## src/rtl/data_mem_arbiter.sv

```systemverilog
// Single-port data RAM arbiter between the CPU Memory stage and a host burst
// port. Host bursts take priority, but a requesting CPU is never starved.
module data_mem_arbiter #(
   parameter int MAX_CPU_STALL = 4,
   parameter int LEN_W         = 8
) (
   input  logic             clk,
   input  logic             reset,
   input  logic             cpu_req,
   input  logic             cpu_we,
   input  logic [15:0]      cpu_addr,
   input  logic [15:0]      cpu_wdata,
   output logic [15:0]      cpu_rdata,
   output logic             cpu_stall,
   input  logic             host_start,
   input  logic             host_we,
   input  logic [15:0]      host_base,
   input  logic [LEN_W-1:0] host_len,
   input  logic [15:0]      host_wdata,
   input  logic             host_wvalid,
   output logic             host_wready,
   output logic [15:0]      host_rdata,
   output logic             host_rvalid,
   output logic             host_busy,
   output logic             host_done,
   output logic [15:0]      ram_address,
   output logic [15:0]      ram_data,
   output logic             ram_wren,
   input  logic [15:0]      ram_q
);
   localparam int SC_W = (MAX_CPU_STALL < 1) ? 1 : $clog2(MAX_CPU_STALL + 1);
   localparam logic [SC_W-1:0] STALL_LIMIT = SC_W'(MAX_CPU_STALL);

   typedef enum logic {IDLE, BURST} state_e;

   state_e           state_q;
   logic [15:0]      addr_cnt_q;
   logic [LEN_W-1:0] beats_left_q;
   logic             dir_we_q;
   logic [SC_W-1:0]  stall_cnt_q, stall_cnt_d;
   logic             rd_pending_q, rd_owner_host_q;
   logic             host_done_q;

   logic in_burst, forced_grant, host_beat, cpu_grant;

   // While reset is held low nobody is granted, so no stray write reaches the RAM.
   always_comb begin
      in_burst     = reset && (state_q == BURST);
      forced_grant = in_burst && cpu_req && (stall_cnt_q == STALL_LIMIT);
      host_beat    = in_burst && !forced_grant && (!dir_we_q || host_wvalid);
      cpu_grant    = reset && cpu_req && !host_beat;
   end

   assign cpu_stall   = reset && cpu_req && !cpu_grant;
   assign host_wready = host_beat && dir_we_q;
   assign ram_address = host_beat ? addr_cnt_q : cpu_addr;
   assign ram_data    = host_beat ? host_wdata : cpu_wdata;
   assign ram_wren    = host_beat ? dir_we_q : (cpu_grant && cpu_we);
   assign host_busy   = (state_q == BURST);
   assign host_done   = host_done_q;
   assign host_rvalid = rd_pending_q && rd_owner_host_q;
   assign host_rdata  = host_rvalid ? ram_q : 16'h0000;
   assign cpu_rdata   = ram_q;

   always_comb begin
      stall_cnt_d = '0;
      if (cpu_stall) stall_cnt_d = stall_cnt_q + SC_W'(1);
   end

   // NOTE: sequential state uses non-blocking assignments so every register
   // samples the pre-edge values of the others, independent of statement order.
   always_ff @(posedge clk) begin
      if (!reset) begin
         state_q         <= IDLE;
         addr_cnt_q      <= '0;
         beats_left_q    <= '0;
         dir_we_q        <= 1'b0;
         stall_cnt_q     <= '0;
         rd_pending_q    <= 1'b0;
         rd_owner_host_q <= 1'b0;
         host_done_q     <= 1'b0;
      end else begin
         host_done_q     <= 1'b0;
         stall_cnt_q     <= stall_cnt_d;
         rd_pending_q    <= (host_beat && !dir_we_q) || (cpu_grant && !cpu_we);
         rd_owner_host_q <= host_beat;
         case (state_q)
            IDLE: begin
               if (host_start) begin
                  addr_cnt_q   <= host_base;
                  beats_left_q <= host_len;
                  dir_we_q     <= host_we;
                  if (host_len != '0) state_q <= BURST;
                  else                host_done_q <= 1'b1;
               end
            end
            BURST: begin
               if (host_beat) begin
                  addr_cnt_q   <= addr_cnt_q + 16'd1;
                  beats_left_q <= beats_left_q - LEN_W'(1);
                  if (beats_left_q == LEN_W'(1)) begin
                     state_q     <= IDLE;
                     host_done_q <= 1'b1;
                  end
               end
            end
            default: state_q <= IDLE;
         endcase
      end
   end
endmodule

```

## config.mk

```make
export PLATFORM = sky130hd
export DESIGN_NAME = data_mem_arbiter
export DESIGN_NICKNAME = d
export VERILOG_FILES = /design/src/rtl/data_mem_arbiter.sv
export SDC_FILE = /design/constraint.sdc
export NUM_CORES = 1
export LEC_CHECK = 0
export ABC_AREA = 1
export CORE_MARGIN = 2
export CORE_UTILIZATION = 40
export DETAILED_ROUTE_END_ITERATION = 8
export GPL_TIMING_DRIVEN = 0
export PLACE_DENSITY_LB_ADDON = 0.05
export SLEW_MARGIN = 20
export SYNTH_ARGS = -nofsm -noshare
export SYNTH_HDL_FRONTEND = slang
export SYNTH_SLANG_ARGS = --single-unit
```

## constraint.sdc

```tcl
create_clock -name clk -period 4.3 [get_ports clk]
set_clock_uncertainty 0.15 [all_clocks]
set_input_delay 0.645 -clock clk [delete_from_list [all_inputs] [get_ports clk]]
set_output_delay 0.645 -clock clk [all_outputs]
set_load 0.01 [all_outputs]
```

==> out/metrics.csv, run 1 <==
stage,metric,value,unit
synthesis,syn_nets,556,
sta,final count of hold timing violations,0,
sta,Worst slew margin,63.3,%
clocking,CTS root buf,clkbuf_8,
layout,Antenna Cells,0,
setup_path,CP Capture Type,output port,
setup_path,crit-path max FO,10,
sta,final setup vio count,0,
drt,DR WL/cell,13.8,µm
grt,Total Routing Usage GR,27.5,%
floorplan,die span in y,84.1,µm
layout,synthesis-to-layout area growth,71.9,%
grt,first-pass GRT wire length,15800,µm
sta,Worst Tran Pin Value,550,ps
synthesis,Mapped Avg Cell Area,5.63,µm²
floorplan,Die W,84.1,µm
grt,largest net degree at the start of global routing,11,
drt,DRC,0,
synthesis,Cell variety after synth,29,
layout,post-layout util,70.3,%
sta,min Tclk post-route,3480,ps
clocking,Worst-Skew Late Latency,300,ps
setup_path,crit path launch type,input port,
placement,hpwl dp,7820,µm
clocking,"Hold-fix buffers, CTS",0,
clocking,CTS tree,yes,
placement,I/O Buffers,164,
clocking,maximum buffer depth of the clock tree,2,
drt,Antenna Violating Nets Remaining,0,
synthesis,Syn Inst Count,456,
grt,GR Overflow Total,0,
setup_path,crit path DAT,2690,ps
status,outcome,finished clean,
sta,setup tns final,0,ps
clocking,postcts setup bufs,0,
floorplan,core box area,6280,µm²
drt,routed via count,3442,
power_and_ir_drop,peak supply drop,0.000186,V
synthesis,sequential area share after synthesis,25.0,%
hold_path,HP Class,reg -> reg,
floorplan,row count,29,
grt,vias in the first global route,3185,
power_and_ir_drop,Pwr Total,1.02,mW
clocking,H-Tree Depth,2,
clocking,total CTS buffers,5,
drt,initial DRC count,191,
sta,unrepaired setup endpoints after global routing,false,
power_and_ir_drop,Leak,1.97,nW
setup_path,WP data required,3500,ps
layout,layout cell share with drive strength beyond 1,7.32,%
drt,drt total wl,9720,µm
drt,DRT Pass-1 Iters,4,
job,Max Cap Violations,0,
layout,Layout Nets,727,
synthesis,post-synthesis register bit count,32,
floorplan,I/O pin cnt,165,
placement,gpl congestion,0.971,
grt,initial antenna violation count,0,
power_and_ir_drop,power density over the cells,231,nW/µm²
setup_path,critical path type,in -> out,
drt,vias per cell,4.88,
clocking,CTS resizes,0,
clocking,"CTS clk-pin slew, worst paths",70,ps
synthesis,yosys warns,0,
clocking,clock sinks,32,
sta,Peak Freq,287,MHz
floorplan,initial core utilization,40.9,%
sta,final count of pins violating max slew,0,
synthesis,Post-Syn Area,2570,µm²
sta,period utilisation layout,81.0,%
floorplan,Die ar.,7080,µm²
[registers in the layout, summed over array words and instances (netlist names)]
register and cells:
addr_cnt_q 16, beats_left_q 8, stall_cnt_q 3, dir_we_q 1
host_busy 1, host_done 1, rd_owner_host_q 1, rd_pending_q 1
[layout by cell type (no fill, tap or decap), types with 2 or more instances in the layout]
cell type / netlist / final
a21oi_1: 28 / 28
inv_2: 3 / 3
nand4_1: 5 / 5
ha_1: 5 / 5
clkbuf_8: 0 / 5
inv_1: 50 / 50
nand3_1: 21 / 21
nor3_1: 5 / 5
nand2_1: 158 / 158
a211oi_1: 2 / 2
a31oi_1: 2 / 2
buf_2: 13 / 13
clkbuf_1: 5 / 6
o22ai_1: 3 / 3
clkdlybuf4s50_1: 0 / 164
o21ai_0: 36 / 36
xor2_1: 2 / 2
nor2_1: 58 / 58
buf_4: 17 / 17
dfxtp_1: 32 / 32
[metal layers]
layer	vias to the layer above	GRT usage, %	wire, µm
met5	-	0	0
met4	0	10.1	287
met3	25	5.44	863
met2	178	48.0	4550
met1	1482	33.5	4020
li1	1757	-	-
[final cells by class]
class | count | area, µm²
buffer | 36 | 223
clock buffer | 6 | 72.6
clock inverter | 2 | 35.0
fill | 564 | 1860
inverter | 53 | 199
multi-input combinational | 335 | 1510
sequential | 32 | 641
tap | 77 | 96.3
timing repair buffer | 164 | 1640
[stage by stage]
step / area [µm²] / instances / hold slack (ps) / setup slack [ps]
finish: 4410 / 705 / 316 / 818
global placement: 4310 / 697 / 280 / 826
global route: 4410 / 705 / 337 / 641
CTS: 4410 / 705 / 306 / 814
detailed placement: 4310 / 697 / 296 / 814
floorplan: 2570 / 456 / 267 / 2050
[cell usage after synthesis]
cell	instances	area, µm²
buf_6	1	11.3
nand3_4	1	17.5
o211ai_1	1	7.51
ha_1	5	62.6
nand4_1	5	31.3
o21ai_1	1	5.00
nand2_4	1	11.3
o22ai_1	3	18.8
buf_4	17	128
xor2_1	2	17.5
o21ai_0	36	180
nand2_2	1	6.26
dfxtp_1	32	641
o21a_1	1	7.51
nand3_1	21	105
nor2_1	58	218
o31ai_1	1	7.51
nor3_1	5	25.0
inv_2	3	11.3
or2_2	1	6.26
xnor2_1	1	8.76
nand2_1	158	593
a31o_2	1	8.76
buf_2	13	65.1
clkbuf_1	5	18.8
a21oi_1	28	140
a31oi_1	2	12.5
a211oi_1	2	15.0
inv_1	50	188
[critical path, stage by stage]
cell             delay, ps
clkdlybuf4s50_1        620
nand2_1                100
inv_2                   70
nand3_4                 80
buf_2                  200
buf_2                  210
o21ai_0                180
clkdlybuf4s50_1        560
[cell families (layout without fill, tap and decap cells)]
family / count (synthesis) / count (layout) / synth area share, %
buf+inv: 89 / 261 / 16.4
compound gates: 76 / 76 / 15.7
xor+xnor: 3 / 3 / 1.02
flops: 32 / 32 / 25.0
simple gates: 251 / 251 / 39.5
fa+ha+maj: 5 / 5 / 2.44
[power breakdown]
| group | internal [mW] | switching (mW) | total [mW] | leakage, nW |
|---|---|---|---|---|
| clock | 0.172 | 0.122 | 0.294 | 0.0552 |
| sequential | 0.320 | 0.0238 | 0.344 | 0.264 |
| combinational | 0.209 | 0.174 | 0.383 | 1.66 |
| total | 0.701 | 0.320 | 1.02 | 1.97 |
[worst paths after layout]
kind / slack (ps) / end / from / cells after the start
setup / recovery: 820 / ram_address[14] / reset / 8
hold / removal: 320 / stall_cnt_q[0] / stall_cnt_q[0] / 1
setup reg to reg: 2600 / addr_cnt_q[14] / addr_cnt_q[1] / 8
hold reg to reg: 320 / stall_cnt_q[0] / stall_cnt_q[0] / 1
Power figures use the tool's default switching activity.
==> inputs of run 2 (changes only) <==
--- a/config.mk
+++ b/config.mk
@@ -7,7 +7,7 @@
 export LEC_CHECK = 0
 export ABC_AREA = 1
 export CORE_MARGIN = 2
-export CORE_UTILIZATION = 40
+export CORE_UTILIZATION = 37
 export DETAILED_ROUTE_END_ITERATION = 8
 export GPL_TIMING_DRIVEN = 0
 export PLACE_DENSITY_LB_ADDON = 0.05
==> constraint.sdc (replaced) <==
create_clock -name clk -period 3.45 [get_ports clk]
set_clock_uncertainty 0.15 [all_clocks]
set_input_delay 0.5175 -clock clk [delete_from_list [all_inputs] [get_ports clk]]
set_output_delay 0.5175 -clock clk [all_outputs]
set_load 0.01 [all_outputs]
==> run 2 against run 1 <==
  * Design area is 0.17% higher
  * Sequential power increased by 25%
  * Routed wire length up 3.4%
  * Flip-flop and latch count did not move
  * Total power grew 25%
  * Worst hold slack gained 2.1 ps
  * Register-to-register slack worse by 870 ps
  * Die area grew 7.7%
  * Count of clock-buffer cells in the layout down 1
  * Cell count grew 0.43%
  * Combinational power grew 25%
  * Critical path type unchanged
  * Critical endpoint is now ram_address[15]
==> out/metrics.csv, run 2 (synthesized netlist as in run 1, its figures left out) <==
stage,metric,value,unit
status,outcome,finished clean,
floorplan,Die W,87.3,µm
clocking,maximum buffer depth of the clock tree,2,
clocking,postcts setup bufs,0,
drt,drt total wl,10100,µm
sta,setup tns final,0,ps
placement,gpl congestion,0.908,
setup_path,CP Buf/Inv Count,5,
sta,Worst slew margin,60.8,%
drt,Antenna Violating Nets Remaining,0,
setup_path,CP max-delay cell,clkdlybuf4s50_1,
drt,vias per cell,4.90,
setup_path,"CP delay by family, top",buffers and inverters,
power_and_ir_drop,peak supply drop,0.000220,V
grt,largest net degree at the start of global routing,12,
clocking,"Hold-fix buffers, CTS",0,
sta,final count of pins violating max slew,0,
placement,hpwl dp,7950,µm
setup_path,crit-path max FO,10,
sta,period utilisation layout,94.9,%
floorplan,I/O pin cnt,165,
floorplan,die span in y,87.3,µm
clocking,Worst-Skew Late Latency,290,ps
grt,Total Routing Usage GR,25.6,%
setup_path,Worst Reg2Reg Path Length in Cells,8,
clocking,"CTS clk-pin slew, worst paths",80,ps
layout,"most common cell after layout, fill and taps aside",clkdlybuf4s50_1,
layout,post-layout util,65.4,%
layout,"commonest non-fill, non-tap cells in the layout","164 x clkdlybuf4s50_1, 158 x nand2_1, 58 x nor2_1",
grt,GR Overflow Total,0,
layout,layout cell share with drive strength beyond 1,7.48,%
drt,DRT Pass-1 Iters,4,
job,Max Cap Violations,0,
floorplan,row count,30,
floorplan,Die ar.,7620,µm²
sta,unrepaired setup endpoints after global routing,false,
drt,initial DRC count,271,
drt,DRC,0,
sta,Peak Freq,306,MHz
clocking,CTS tree,yes,
hold_path,HP Class,reg -> reg,
layout,Register Area,641,µm²
drt,DR WL/cell,14.2,µm
sta,Worst Tran Pin Value,589,ps
hold_path,Hold Path Depth,1,
setup_path,WP data required,2780,ps
layout,max reg flops,16,
setup_path,CP Capture Type,output port,
layout,Layout Nets,727,
clocking,H-Tree Depth,2,
clocking,CTS root buf,clkbuf_8,
setup_path,crit path launch type,input port,
placement,I/O Buffers,164,
layout,synthesis-to-layout area growth,72.2,%
setup_path,"Critical Path, Cell by Cell",clkdlybuf4s50_1 > nand2_1 > inv_2 > nand3_4 > buf_2 > buf_2 > o21ai_0 > clkdlybuf4s50_1,
clocking,CTS resizes,0,
floorplan,core box area,6760,µm²
drt,routed via count,3469,
sta,final setup vio count,0,
grt,first-pass GRT wire length,15300,µm
sta,final count of hold timing violations,0,
layout,Multi-input gate area,1510,µm²
setup_path,"slowest stage delay, CP",640,ps
grt,vias in the first global route,3064,
floorplan,initial core utilization,38.0,%
clocking,total CTS buffers,5,
setup_path,CP Depth,8,
setup_path,reg-to-reg setup timing slack,1730,ps
power_and_ir_drop,power density over the cells,290,nW/µm²
layout,Antenna Cells,0,
setup_path,crit path DAT,2610,ps
power_and_ir_drop,Leak,1.97,nW
sta,min Tclk post-route,3270,ps
clocking,clock sinks,32,
layout,Largest Register,addr_cnt_q,
grt,initial antenna violation count,0,
layout,leading registers by flop count,"addr_cnt_q (16), beats_left_q (8), stall_cnt_q (3)",
layout,# fillers,620,
setup_path,critical path type,in -> out,
==> run 2: final timing paths <==
kind                  startpoint               to
setup / recovery           reset  ram_address[15]
hold reg to reg   stall_cnt_q[0]   stall_cnt_q[0]
hold / removal    stall_cnt_q[0]   stall_cnt_q[0]
setup reg to reg   addr_cnt_q[1]   addr_cnt_q[14]
==> run 2: stage by stage <==
| stage | cells | hold WS (ps) | setup WS [ps] | total power, mW | area [µm²] |
|---|---|---|---|---|---|
| after detailed placement | 700 | 307 | 177 | 0.911 | 4310 |
| after floorplan | 456 | 267 | 1410 | 0.651 | 2570 |
| after CTS | 708 | 318 | 178 | 1.28 | 4420 |
| after global placement | 700 | 279 | 198 | 0.905 | 4310 |
| final | 708 | 318 | 177 | 1.28 | 4420 |
| after global routing | 708 | 341 | 50.0 | 1.34 | 4420 |
==> run 2: power by group <==
group	total, mW	internal, mW	switching [mW]
combinational	0.478	0.260	0.218
sequential	0.430	0.399	0.0305
clock	0.374	0.214	0.160
==> run 2: area by class of cell <==
| cell class | count | area share, % |
|---|---|---|
| clock buffers | 5 | 1.56 |
| multi-input cells | 335 | 34.1 |
| well taps | 80 | 2.26 |
| clock inverters | 3 | 0.962 |
| inverters | 53 | 4.50 |
| plain buffers | 36 | 5.04 |
| repair buffers | 164 | 37.1 |
| flip-flops and latches | 32 | 14.5 |
==> run 2: routing by layer <==
layer / up-vias / routed length, µm / GRT usage [%]
met3: 16 / 1030 / 5.97
met5: - / 0 / 0
met2: 178 / 4800 / 44.4
met1: 1522 / 4020 / 31.1
met4: 0 / 198 / 7.97
li1: 1753 / - / -
==> inputs of run 3 (changes only) <==
--- a/config.mk
+++ b/config.mk
@@ -5,7 +5,6 @@
 export SDC_FILE = /design/constraint.sdc
 export NUM_CORES = 1
 export LEC_CHECK = 0
-export ABC_AREA = 1
 export CORE_MARGIN = 2
 export CORE_UTILIZATION = 37
 export DETAILED_ROUTE_END_ITERATION = 8
==> constraint.sdc (replaced) <==
create_clock -name clk -period 3.45 [get_ports clk]
set_clock_uncertainty 0.15 [all_clocks]
set_input_delay 0.5175 -clock clk [delete_from_list [all_inputs] [get_ports clk]]
set_output_delay 0.5175 -clock clk [all_outputs]
set_load 0.02 [all_outputs]
==> run 3 against run 2 <==
  * Count of clock-buffer cells in the layout grew 1
  * Highest routed layer unchanged
  * Largest cell class unchanged
  * First-iteration DRC count shrank 42%
  * Total power shrank 6.9%
  * Utilization grew 0.34 points
  * Worst hold slack lost 8.7 ps
  * Synthesized area shrank 2.3%
  * Worst setup slack lost 66 ps
  * Non-clock buffer count grew 2
  * Cell count shrank 11%
  * Synthesized cell count shrank 17%
  * Fmax shrank 2.0%
==> out/metrics.csv, run 3 <==
stage,metric,value,unit
clocking,total CTS buffers,5,
sta,setup tns final,0,ps
synthesis,post-synthesis register bit count,32,
power_and_ir_drop,Gate power share,40.1,%
clocking,H-Tree Depth,2,
sta,Worst slew margin,32.7,%
setup_path,CP Capture Type,output port,
setup_path,crit path launch type,input port,
drt,vias per cell,5.41,
synthesis,Post-Syn Area,2510,µm²
floorplan,die span in y,86.3,µm
layout,Multi-input gate area,1630,µm²
setup_path,"slowest stage delay, CP",610,ps
layout,Register Area,641,µm²
grt,met1 Use GR,31.1,%
setup_path,critical path type,in -> out,
power_and_ir_drop,Pwr Total,1.19,mW
floorplan,Die W,86.3,µm
power_and_ir_drop,register share of total power,36.3,%
clocking,postcts setup bufs,0,
hold_path,HP Class,reg -> reg,
drt,DRC,0,
power_and_ir_drop,peak supply drop,0.000234,V
clocking,clock sinks,32,
setup_path,reg-to-reg setup timing slack,950,ps
grt,initial antenna violation count,0,
drt,routed via count,3398,
placement,gpl congestion,0.925,
sta,final count of hold timing violations,0,
grt,largest net degree at the start of global routing,11,
grt,GR Util met2,44.8,%
floorplan,core box area,6680,µm²
layout,synthesis-to-layout area growth,75.2,%
status,outcome,finished clean,
layout,# fillers,606,
hold_path,Hold EP,stall_cnt_q[0],
clocking,"Hold-fix buffers, CTS",0,
floorplan,Die ar.,7450,µm²
power_and_ir_drop,Clk pwr share,23.5,%
setup_path,"Critical Path, Cell by Cell",clkdlybuf4s50_1 > nand2b_1 > nand3_4 > inv_1 > buf_2 > clkbuf_4 > nand2_1 > nand2_1 > clkdlybuf4s50_1,
layout,"commonest non-fill, non-tap cells in the layout","143 x clkdlybuf4s50_1, 112 x nand2_1, 32 x dfxtp_1",
synthesis,sequential area share after synthesis,25.5,%
synthesis,Cell variety after synth,53,
drt,Antenna Violating Nets Remaining,0,
sta,min Tclk post-route,3340,ps
synthesis,Mapped Avg Cell Area,6.63,µm²
layout,Antenna Cells,0,
synthesis,Post-synth ARST share,0,%
synthesis,top cell type's share of synthesized area,25.5,%
placement,DP Area,4240,µm²
sta,Worst Tran Pin Value,1000,ps
synthesis,most frequent cell after synthesis,nand2_1,
job,Max Cap Violations,0,
grt,Total Routing Usage GR,25.6,%
drt,initial DRC count,158,
power_and_ir_drop,reported net switching power,0.409,mW
power_and_ir_drop,total internal power,0.784,mW
drt,DRT Pass-1 Iters,5,
placement,placed cells,621,
setup_path,WP data required,2780,ps
synthesis,syn_nets,478,
synthesis,cell taking the most area after synthesis,dfxtp_1,
setup_path,crit path DAT,2670,ps
sta,final count of pins violating max slew,0,
clocking,"CTS clk-pin slew, worst paths",60,ps
floorplan,initial core utilization,37.5,%
clocking,CTS root buf,clkbuf_8,
clocking,Worst-Skew Late Latency,290,ps
grt,GR Overflow Total,0,
layout,layout cell share with drive strength beyond 1,7.12,%
floorplan,I/O pin cnt,165,
synthesis,yosys warns,0,
sta,final setup vio count,0,
synthesis,Post-synth EDFFs,0,
synthesis,Syn Inst Count,378,
grt,most used routing layer,met2,
clocking,CTS tree,yes,
hold_path,startpoint of the worst hold path,stall_cnt_q[0],
power_and_ir_drop,Switching Share,34.3,%
layout,finished layout cell area,4390,µm²
synthesis,Synth area leaders,"dfxtp_1 26%, nand2_1 17%, and3_1 5.0%",
setup_path,crit-path max FO,10,
setup_path,RR Endpoint,addr_cnt_q[1],
sta,Hold WS,310,ps
sta,unrepaired setup endpoints after global routing,false,
synthesis,top_reg_cell synth,dfxtp_1,
layout,leading registers by flop count,"addr_cnt_q (16), beats_left_q (8), stall_cnt_q (3)",
setup_path,Worst Reg2Reg Path Length in Cells,7,
layout,Largest Register,addr_cnt_q,
layout,"most common cell after layout, fill and taps aside",clkdlybuf4s50_1,
sta,Peak Freq,300,MHz
setup_path,r2r startpoint,stall_cnt_q[0],
setup_path,CP max-delay cell,clkdlybuf4s50_1,
grt,met3 Track Usage GR,4.19,%
grt,first-pass GRT wire length,15300,µm
placement,hpwl dp,7730,µm
grt,vias in the first global route,3152,
layout,max reg flops,16,
hold_path,Hold Path Depth,1,
layout,Layout Nets,648,
power_and_ir_drop,Leak,1.97,nW
power_and_ir_drop,power density over the cells,271,nW/µm²
sta,period utilisation layout,96.8,%
clocking,maximum buffer depth of the clock tree,2,
placement,I/O Buffers,163,
drt,drt total wl,10000,µm
floorplan,row count,30,
drt,DR WL/cell,15.9,µm
layout,Final Non-Filler Cells,628,
synthesis,top post-synthesis cells by count,"112 x nand2_1, 32 x dfxtp_1, 20 x a21oi_1, 20 x and3_1",
[run 3: worst max path at each step]
stage	startpoint	to	slack, ps	cells after the start
floorplan	reset	ram_address[10]	1000	5
global placement	host_wvalid	ram_data[5]	-150	9
detailed placement	cpu_req	ram_data[5]	-130	9
CTS	cpu_req	ram_address[11]	2	7
global route	host_wvalid	ram_address[13]	3	9
finish	host_wvalid	ram_data[9]	110	9
[run 3: layer usage]
layer	part of all wire, %	wire, µm
met1	41	4120
met2	49	4930
met3	7.2	716
met4	2.4	238
met5	0	0
[run 3: cell families after synthesis]
family	after synthesis	synth area share (%)
adder cells (fa/ha/maj)	5	2.50
AO/OA/AOI/OAI	80	20.9
multiplexers	2	0.848
AND/OR/NAND/NOR	208	39.7
buffers and inverters	50	10.2
flip-flops	32	25.5
XOR/XNOR	1	0.349
[run 3: power groups by stage]
stage	Sequential, mW	Clock [mW]	Combinational [mW]
finish	0.433	0.281	0.479
global route	0.438	0.299	0.515
CTS	0.432	0.286	0.480
detailed placement	0.440	0	0.478
global placement	0.440	0	0.470
floorplan	0.430	0	0.233
[run 3: layout make-up]
type | count | share of cell area (%)
well taps | 80 | 2.28
clock buffers | 6 | 1.65
flip-flops and latches | 32 | 14.6
multi-input cells | 296 | 37.0
repair buffers | 163 | 38.3
inverters | 11 | 0.940
clock inverters | 1 | 0.114
plain buffers | 39 | 5.13
[run 3: timing repair]
item	in CTS	in global routing
endpoints found under the setup margin	33	33
gates cloned	0	0
gates resized for setup	1	29
[run 3: worst max-delay path: cells and delay by family]
kind | cells | cell delay (ps)
buffers and inverters | 5 | 1660
AND/OR/NAND/NOR | 4 | 500
[run 3: per-stage QoR]
stage	utilization, %	worst slack (ps)
2_1_floorplan	-	1000
3_3_place_gp	63.4	-147
5_1_grt	65.8	3.32
6_report	65.8	111
3_5_place_dp	63.4	-126
4_1_cts	64.7	2.09
